### config.mk
export PLATFORM = sky130hd
export DESIGN_NAME = disp_bcd_scan
export DESIGN_NICKNAME = d
export VERILOG_FILES = /design/src/rtl/disp_bcd_scan.sv
export SDC_FILE = /design/constraint.sdc
export NUM_CORES = 1
export LEC_CHECK = 0
export CAP_MARGIN = 20
export CORE_UTILIZATION = 52
export CTS_CLUSTER_DIAMETER = 200
export DETAILED_ROUTE_END_ITERATION = 10
export PLACE_DENSITY = 0.9
export SYNTH_ARGS = -nofsm -noshare
export SYNTH_HDL_FRONTEND = slang
export SYNTH_SLANG_ARGS = --single-unit
### constraint.sdc
create_clock -name clk -period 3.7 [get_ports clk]
set_input_delay 0.555 -clock clk [delete_from_list [all_inputs] [get_ports clk]]
set_output_delay 0.555 -clock clk [all_outputs]
set_load 0.05 [all_outputs]
### src/rtl/disp_bcd_scan.sv
// Four-digit multiplexed BCD display scanner with per-slot dead time and registered active-low outputs.
// Optional leading-zero blanking is enabled by defining DISP_LEADING_ZERO_BLANK_EN.
module disp_bcd_scan #(
  parameter int SCAN_DIV = 4
) (
  input  logic        clk,
  input  logic        R,
  input  logic        ce,
  input  logic        ld,
  input  logic [15:0] dat,
  input  logic [3:0]  dp_in,
  output logic [3:0]  AN,
  output logic [6:0]  SEG,
  output logic        DP,
  output logic [1:0]  idx
);

  localparam int              CW      = (SCAN_DIV > 2) ? $clog2(SCAN_DIV) : 1;
  localparam logic [CW-1:0]   CNT_MAX = CW'(SCAN_DIV - 1);

  logic [15:0]   r_dig;
  logic [3:0]    r_dp;
  logic [CW-1:0] r_cnt;
  logic [1:0]    r_idx;
  logic [3:0]    r_an;
  logic [6:0]    r_seg;
  logic          r_dpo;

  logic [3:0]    w_digit;
  logic [6:0]    w_dec;
  logic          w_blank;
  logic [6:0]    w_seg;
  logic [3:0]    w_an;
  logic          w_wrap;

  assign w_digit = r_dig[{r_idx, 2'b00} +: 4];
  assign w_wrap  = (r_cnt == CNT_MAX);

  // First clock of every slot keeps all anodes off so the segment change never ghosts.
  assign w_an    = (r_cnt == '0) ? 4'hF : ~(4'b0001 << r_idx);

  always_comb begin
    w_dec = 7'h3F;
    case (w_digit)
      4'd0: w_dec = 7'h40;
      4'd1: w_dec = 7'h79;
      4'd2: w_dec = 7'h24;
      4'd3: w_dec = 7'h30;
      4'd4: w_dec = 7'h19;
      4'd5: w_dec = 7'h12;
      4'd6: w_dec = 7'h02;
      4'd7: w_dec = 7'h78;
      4'd8: w_dec = 7'h00;
      4'd9: w_dec = 7'h10;
      default: w_dec = 7'h3F;
    endcase
  end

`ifdef DISP_LEADING_ZERO_BLANK_EN
  // A digit blanks only if it and everything above it are zero; digit0 always shows.
  assign w_blank = ((r_idx == 2'd3) && (r_dig[15:12] == 4'd0)) ||
                   ((r_idx == 2'd2) && (r_dig[15:8]  == 8'd0)) ||
                   ((r_idx == 2'd1) && (r_dig[15:4]  == 12'd0));
`else
  assign w_blank = 1'b0;
`endif

  assign w_seg = w_blank ? 7'h7F : w_dec;

  always_ff @(posedge clk) begin
    if (R) begin
      r_dig <= '0;
      r_dp  <= '0;
      r_cnt <= '0;
      r_idx <= '0;
      r_an  <= 4'hF;
      r_seg <= 7'h7F;
      r_dpo <= 1'b1;
    end else begin
      // Outputs sample pre-update state, so a same-edge load shows up one clock later.
      r_an  <= w_an;
      r_seg <= w_seg;
      r_dpo <= ~r_dp[r_idx];
      if (ld) begin
        r_dig <= dat;
        r_dp  <= dp_in;
      end
      if (ce) begin
        if (w_wrap) begin
          r_cnt <= '0;
          r_idx <= r_idx + 2'd1;
        end else begin
          r_cnt <= r_cnt + 1'b1;
        end
      end
    end
  end

  assign AN  = r_an;
  assign SEG = r_seg;
  assign DP  = r_dpo;
  assign idx = r_idx;

endmodule
==> results of run 1 <==
-- registers in the layout, indices dropped and copies added, names as in the netlist --
signal / flops
AN: 4
DP: 1
SEG: 7
idx: 2
r_cnt: 2
r_dig: 16
r_dp: 4
-- logic make-up after synthesis --
family / count (synthesis) / synth area share (%)
buffers and inverters: 16 / 4.34
and+or+nand+nor: 40 / 10.4
muxes: 29 / 23.8
AOI/OAI and AO/OA: 12 / 4.90
adders and majority gates: 12 / 9.65
DFF: 36 / 46.3
xor gates and xnor gates: 1 / 0.563
-- through the flow --
| step | setup WS (ns) | hold WS, ns |
|---|---|---|
| floorplan | 1.34 | 0.451 |
| global placement | 1.48 | 0.466 |
| detailed placement | 1.37 | 0.485 |
| finish | 1.32 | 0.510 |
| CTS | 1.26 | 0.511 |
| global route | 1.17 | 0.543 |
-- worst paths after layout --
path | from | end | slack [ns] | cells after the start
worst min register to register | r_dig[0] | r_dig[0] | 0.51 | 2
worst max register to register | idx[0] | SEG[4] | 1.45 | 7
worst max-delay path | idx[0] | idx[0] | 1.32 | 1
worst min-delay path | r_dig[0] | r_dig[0] | 0.51 | 2
-- power breakdown --
| group | switching (W) | internal [W] |
|---|---|---|
| clock network | 0.000132 | 0.0000904 |
| registers | 0.0000119 | 0.000412 |
| logic | 0.0000817 | 0.0000735 |
-- final cells by class --
| type | instances | area share [%] |
|---|---|---|
| Clock buffer | 6 | 2.54 |
| Clock inverter | 2 | 0.495 |
| Inverter | 9 | 1.67 |
| Tap cell | 31 | 1.92 |
| Sequential cell | 36 | 35.7 |
| Timing Repair Buffer | 38 | 19.7 |
| Multi-Input combinational cell | 94 | 38.0 |
-- Yosys cell counts --
cell type / number
sky130_fd_sc_hd__o21bai_1: 1
sky130_fd_sc_hd__nand2_1: 9
sky130_fd_sc_hd__buf_1: 1
sky130_fd_sc_hd__ha_1: 12
sky130_fd_sc_hd__a211o_1: 1
sky130_fd_sc_hd__a21o_1: 2
sky130_fd_sc_hd__a21oi_1: 4
sky130_fd_sc_hd__nor3_2: 1
sky130_fd_sc_hd__nand3_1: 1
sky130_fd_sc_hd__and2b_2: 1
sky130_fd_sc_hd__mux2_4: 2
sky130_fd_sc_hd__mux4_1: 2
sky130_fd_sc_hd__clkbuf_1: 5
sky130_fd_sc_hd__dfxtp_1: 36
sky130_fd_sc_hd__a31oi_1: 1
sky130_fd_sc_hd__xnor2_1: 1
sky130_fd_sc_hd__o21ai_0: 2
sky130_fd_sc_hd__buf_6: 1
sky130_fd_sc_hd__o2bb2ai_1: 1
sky130_fd_sc_hd__mux2i_1: 22
sky130_fd_sc_hd__nor2_1: 28
sky130_fd_sc_hd__inv_1: 9
sky130_fd_sc_hd__mux4_2: 3
-- placed cells by master (no fill, tap or decap), types with 2 or more instances in the layout --
master / count
sky130_fd_sc_hd__mux2_4: 2
sky130_fd_sc_hd__a21o_1: 2
sky130_fd_sc_hd__clkdlybuf4s50_1: 37
sky130_fd_sc_hd__dfxtp_1: 36
sky130_fd_sc_hd__nand2_1: 9
sky130_fd_sc_hd__clkbuf_4: 5
sky130_fd_sc_hd__ha_1: 12
sky130_fd_sc_hd__a21oi_1: 4
sky130_fd_sc_hd__nor2_1: 28
sky130_fd_sc_hd__mux4_1: 2
sky130_fd_sc_hd__clkinv_2: 2
sky130_fd_sc_hd__o21ai_0: 2
sky130_fd_sc_hd__inv_1: 9
sky130_fd_sc_hd__mux2i_1: 22
sky130_fd_sc_hd__mux4_2: 3
-- metal layers --
metal	track usage [%]	routed length [microns]	vias to the layer above
met4	9.29	63	0
met3	7.83	151	8
met1	21.6	1210	542
li1	-	-	568
met2	35.7	1600	36
met5	0	0	-
==> impl_results.md, run 1 <==
* Pwr Total at 0.000801 W
* Biggest area consumer among synthesized cells: sky130_fd_sc_hd__dfxtp_1
* Routability Congestion at 0.836
* Crit path max-delay cell type: sky130_fd_sc_hd__clkdlybuf4s50_1
* Y dimension of the die at 56.7 microns
* Hold Fails Final Rpt at 0
* Routed wire length at 3020 microns
* Non-Filler Cell Area, Final at 0.00202 sq mm
* Max Freq at 420 MHz
* Floorplan core area at 0.00281 sq mm
* Ports at 38
* Remaining DRCs at 7
* Worst slew margin at 31.5%
* Number of library cell types mapped by synthesis at 23
* Hold Path Class: flip-flop to flip-flop
* Buffers plus inverters on the worst setup path at 1
* Mean instance size in the synthesized netlist at 10.7 sq um
* Hold buffer count at cts at 0
* Result of the run: finished with violations
* Clock root buffer: sky130_fd_sc_hd__clkbuf_4
* Critical setup path kind: flip-flop to output port
* Post-placement cell count at 207
* Sum of negative setup slack at 0 ns
* Initial antenna violation count at 0
* Final ANT Viol Nets at 0
* Total congestion overflow at 0
* Sequential-to-total area share from yosys stat at 46.3%
* Cell count after synthesis at 146
* Critical Path RT at 3.14 ns
* Level count of the clock H-tree at 2
* Number of vias per cell after detailed routing at 5.34
* Register area at 721 sq um
* Syn-to-layout area delta at 29.8%
* CP peak stage delay at 0.89 ns
* Clock tree from TritonCTS: yes
* Worst-case clock buffer depth at 2
* Number of global-route vias before repair at 1106
* Synthesis-stage register bit count at 36
* Area used by multi-input combinational logic at 768 sq um
* Cts repair resizes at 0
* Wire length per cell after detailed routing at 14.0 microns
* Vias at 1154
* Clock latency on the worst-skew pair at 0.35 ns
* WP data arrival at 1.83 ns
* Diodes inserted at 0
* Total nets after synthesis at 182
* Final cycle utilization of the critical path at 64.4%
* Die Area at 0.00322 sq mm
* Maximum net fanout on the critical path at 9
* Kind of capture point of the worst setup path: output port
* Power density over the cells at 396 mW/mm^2
* Detailed-router iteration count before antenna repair at 7
* Final design utilization at 72.0%
* Post-route insts no fill at 216
* Setup crit start kind: flip-flop
* Setup Viol. Count Final at 0
* Width of the chip at 56.7 microns
* Nets at 220
* Leakage power figure at 0.894 nW
* Crit-path cells: clkdlybuf4s50_1
* Number of rows in the core area at 19
* Skew final at 0.0107 ns
* Maximum resistive drop on vdd at 0.000230 V
* Violated checks: DRC
* Area share of the largest cell type after synthesis at 46.3%
* Setup repair bufs after CTS at 0
* Fraction of final layout cells with drive strength greater than 1 at 8.65%
* Largest delay contributor family on the critical path: buffers and inverters
* Final count of pins violating max slew at 0
* TritonCTS Sinks at 36
* Pin count of the biggest net entering global routing at 31
* Count of buffers inserted at the top-level ports at 37
* Unrepaired setup endpoints after global routing: no
* Combined area of all synthesized cells at 0.00156 sq mm
* Min Clock Period, post-route at 2.38 ns
* Fillcell total at 210
* Wire length of the first global-routing pass at 4860 microns
* # Max-Cap Violations at 0
* Cells taking the most area after synthesis: sky130_fd_sc_hd__dfxtp_1 46%, sky130_fd_sc_hd__mux2i_1 14%, sky130_fd_sc_hd__ha_1 9.6%
* Starting density of the core at 55.5%
* Global-route usage over all layers at 20.5%
* Final HPWL DP at 2200 microns
* Worst-path clk slew at 0.11 ns
* Area after detailed placement at 0.00193 sq mm
* Iteration-0 DRC count of the detailed router at 26
* Total CTS buffers at 5
* Worst Tran Pin Value at 1.02 ns
* Synthesis warning total at 0
(Power assumes the default switching activity.)
==> inputs of run 2 (changes only) <==
- CORE_UTILIZATION: 52 -> 48
- PLACE_DENSITY: 0.9 -> 0.85
- clock period: 3.7 -> 2.4 ns (I/O delays scaled with it)
==> run 2 against run 1 <==
  * First-iteration DRC count up 15%
  * Flip-flop and latch count unchanged
  * Critical path type unchanged
  * Sequential power is 54% higher
  * The flow now finishes without violations
  * Setup slack worse by 1.1 ns
  * Utilization decreased by 4.7 points
  * Total power grew 63%
  * Global-route usage shrank 0.48 points
  * Worst hold slack worse by 0.010 ns
==> impl_results.md, run 2 (same netlist as run 1, synthesis figures left out) <==
* Result of the run: completed
* Die Area at 0.00347 sq mm (+8.0%)
* Clock root buffer: sky130_fd_sc_hd__clkbuf_4
* Most frequent cells in the layout: 37 x sky130_fd_sc_hd__clkdlybuf4s50_1, 36 x sky130_fd_sc_hd__dfxtp_1, 28 x sky130_fd_sc_hd__nor2_1
* Critical Path RT at 2.04 ns (-1.10 ns)
* Hold Path Stages at 2 (unchanged)
* # Max-Cap Violations at 0 (unchanged)
* Clock latency on the worst-skew pair at 0.34 ns (about the same)
* Final cycle utilization of the critical path at 90.0%
* Width of the chip at 58.9 microns (+3.9%)
* Most common library cell in the layout ignoring fill and taps: sky130_fd_sc_hd__clkdlybuf4s50_1
* Crit path max-delay cell type: sky130_fd_sc_hd__clkdlybuf4s50_1
* Remaining DRCs at 0 (-7)
* Hold Fails Final Rpt at 0 (unchanged)
* Max Freq at 463 MHz
* Starting density of the core at 51.0% (-4.5 points)
* Worst Tran Pin Value at 0.512 ns (-0.513 ns)
* CP peak stage delay at 0.81 ns (-0.08 ns)
* Hold buffer count at cts at 0 (unchanged)
* R2R Setup Slk at 0.30 ns (-1.15 ns)
* Setup Viol. Count Final at 0 (unchanged)
* Cts repair resizes at 0 (unchanged)
* Fillcell total at 246 (+17%)
* Wire length per cell after detailed routing at 13.3 microns (-4.9%)
* Syn-to-layout area delta at 32.0%
* Nets at 223 (+1.4%)
* Number of global-route vias before repair at 1151 (+4.1%)
* Reg-to-reg critical path startpoint: idx[0]
* Largest delay contributor family on the critical path: buffers and inverters
* Maximum net fanout on the critical path at 6 (-3)
* Pwr Total at 0.00131 W (+63%)
* Setup crit start kind: flip-flop
* Count of buffers inserted at the top-level ports at 37 (unchanged)
* Final count of pins violating max slew at 0 (unchanged)
* Pin count of the biggest net entering global routing at 21 (-32%)
* Ports at 38 (unchanged)
* Number of rows in the core area at 20 (+1)
* End of the worst register-to-register path: SEG[4]
* Worst-case clock buffer depth at 2 (unchanged)
* Crit-path cells: buf_4 -> clkdlybuf4s50_1
* WP data arrival at 1.80 ns (-0.03 ns)
* Total congestion overflow at 0 (unchanged)
* Start point of the worst min-delay path: r_dig[11]
* Vias at 1167 (+1.1%)
* Iteration-0 DRC count of the detailed router at 30 (+15%)
* Floorplan core area at 0.00305 sq mm (+8.8%)
* Routed wire length at 3090 microns (+2.2%)
* Total CTS buffers at 5 (unchanged)
* Min Clock Period, post-route at 2.16 ns
* Fraction of final layout cells with drive strength greater than 1 at 9.57% (+0.93 points)
* Global-route usage over all layers at 20.0% (-0.48 points)
* Register ranked first by flip-flop count: r_dig
* Critical setup path kind: flip-flop to output port
* Detailed-router iteration count before antenna repair at 4 (-3)
* Kind of capture point of the worst setup path: output port
* Level count of the clock H-tree at 2 (unchanged)
* Leakage power figure at 0.906 nW (+1.3%)
* Final HPWL DP at 2400 microns (+9.1%)
* Worst slew margin at 65.8% (+34 points)
* Maximum resistive drop on vdd at 0.000335 V (+46%)
* Hold Path Class: flip-flop to flip-flop
* Unrepaired setup endpoints after global routing: no
* Y dimension of the die at 58.9 microns (+3.9%)
* Power density over the cells at 637 mW/mm^2 (+61%)
* Buffers plus inverters on the worst setup path at 2 (+1)
* Final ANT Viol Nets at 0 (unchanged)
* Routability Congestion at 0.851 (+1.9%)
* Skew final at 0.00738 ns (-0.00334 ns)
* Wire length of the first global-routing pass at 4920 microns (+1.1%)
* Diodes inserted at 0 (unchanged)
* Worst Reg2Reg Path Length in Cells at 7 (unchanged)
* Flip-flop count of the largest register, all copies and words added at 16 (unchanged)
* Worst hold endpoint: r_dig[11]
* Worst-path clk slew at 0.11 ns (about the same)
* Clock tree from TritonCTS: yes
* TritonCTS Sinks at 36 (unchanged)
* Final design utilization at 67.3% (-4.7 points)
* Initial antenna violation count at 0 (unchanged)
* Setup repair bufs after CTS at 0 (unchanged)
* Number of vias per cell after detailed routing at 5.03 (-5.8%)
* Sum of negative setup slack at 0 ns (unchanged)
[run 2: changes by cell type in the layout (fill, tap and decap cells not counted)]
cell	before	now
sky130_fd_sc_hd__buf_4	0	4
sky130_fd_sc_hd__buf_16	1	0
sky130_fd_sc_hd__bufinv_16	0	1
sky130_fd_sc_hd__clkbuf_1	0	1
sky130_fd_sc_hd__clkbuf_8	1	0
sky130_fd_sc_hd__clkinv_2	2	1
[run 2: layout make-up]
type | count | area (sq um) | area share (%)
multi-input cells | 94 | 768 | 37.4
flip-flops and latches | 36 | 721 | 35.1
repair buffers | 41 | 400 | 19.5
well taps | 44 | 55.1 | 2.68
clock buffers | 6 | 41.3 | 2.01
clock inverters | 2 | 35.0 | 1.71
inverters | 9 | 33.8 | 1.64
[run 2: worst max-delay path by stage]
stage | startpoint | to | slack [ns] | cells after the start
after global routing | idx[0] | idx[0] | 0.17 | 2
after floorplan | idx[0] | SEG[4] | 0.04 | 8
after CTS | idx[0] | idx[0] | 0.22 | 2
final | idx[0] | idx[0] | 0.24 | 2
after detailed placement | idx[0] | SEG[4] | 0.32 | 7
after global placement | idx[0] | SEG[4] | 0.44 | 7
[run 2: where the power goes]
group,switching (W),total (W),internal [W]
Combinational,0.000129,0.000241,0.000113
Clock,0.000197,0.000416,0.000218
Sequential,0.0000172,0.000652,0.000635
Total,0.000343,0.00131,0.000966
[run 2: routing by layer]
layer | routed length (microns) | vias to the layer above | track usage, % | part of all wire, %
met5 | 0 | - | 0 | 0
met4 | 42 | 0 | 8.84 | 1.4
met3 | 160 | 6 | 7.25 | 5.2
met2 | 1610 | 38 | 36.4 | 52
met1 | 1270 | 553 | 20.3 | 41
li1 | - | 570 | - | -
[run 2: worst min-delay path, stage by stage (launching register included)]
cell and delay [ns]:
sky130_fd_sc_hd__dfxtp_1 0.34, sky130_fd_sc_hd__mux2i_1 0.06, sky130_fd_sc_hd__nor2_1 0.07
[run 2: per-stage QoR]
step | hold slack, ns | std cells | area (sq um) | setup slack, ns
finish | 0.500 | 232 | 2050 | 0.241
global route | 0.525 | 232 | 2050 | 0.172
CTS | 0.505 | 232 | 2050 | 0.222
detailed placement | 0.479 | 224 | 1980 | 0.316
global placement | 0.464 | 224 | 1980 | 0.444
floorplan | 0.451 | 146 | 1560 | 0.0396
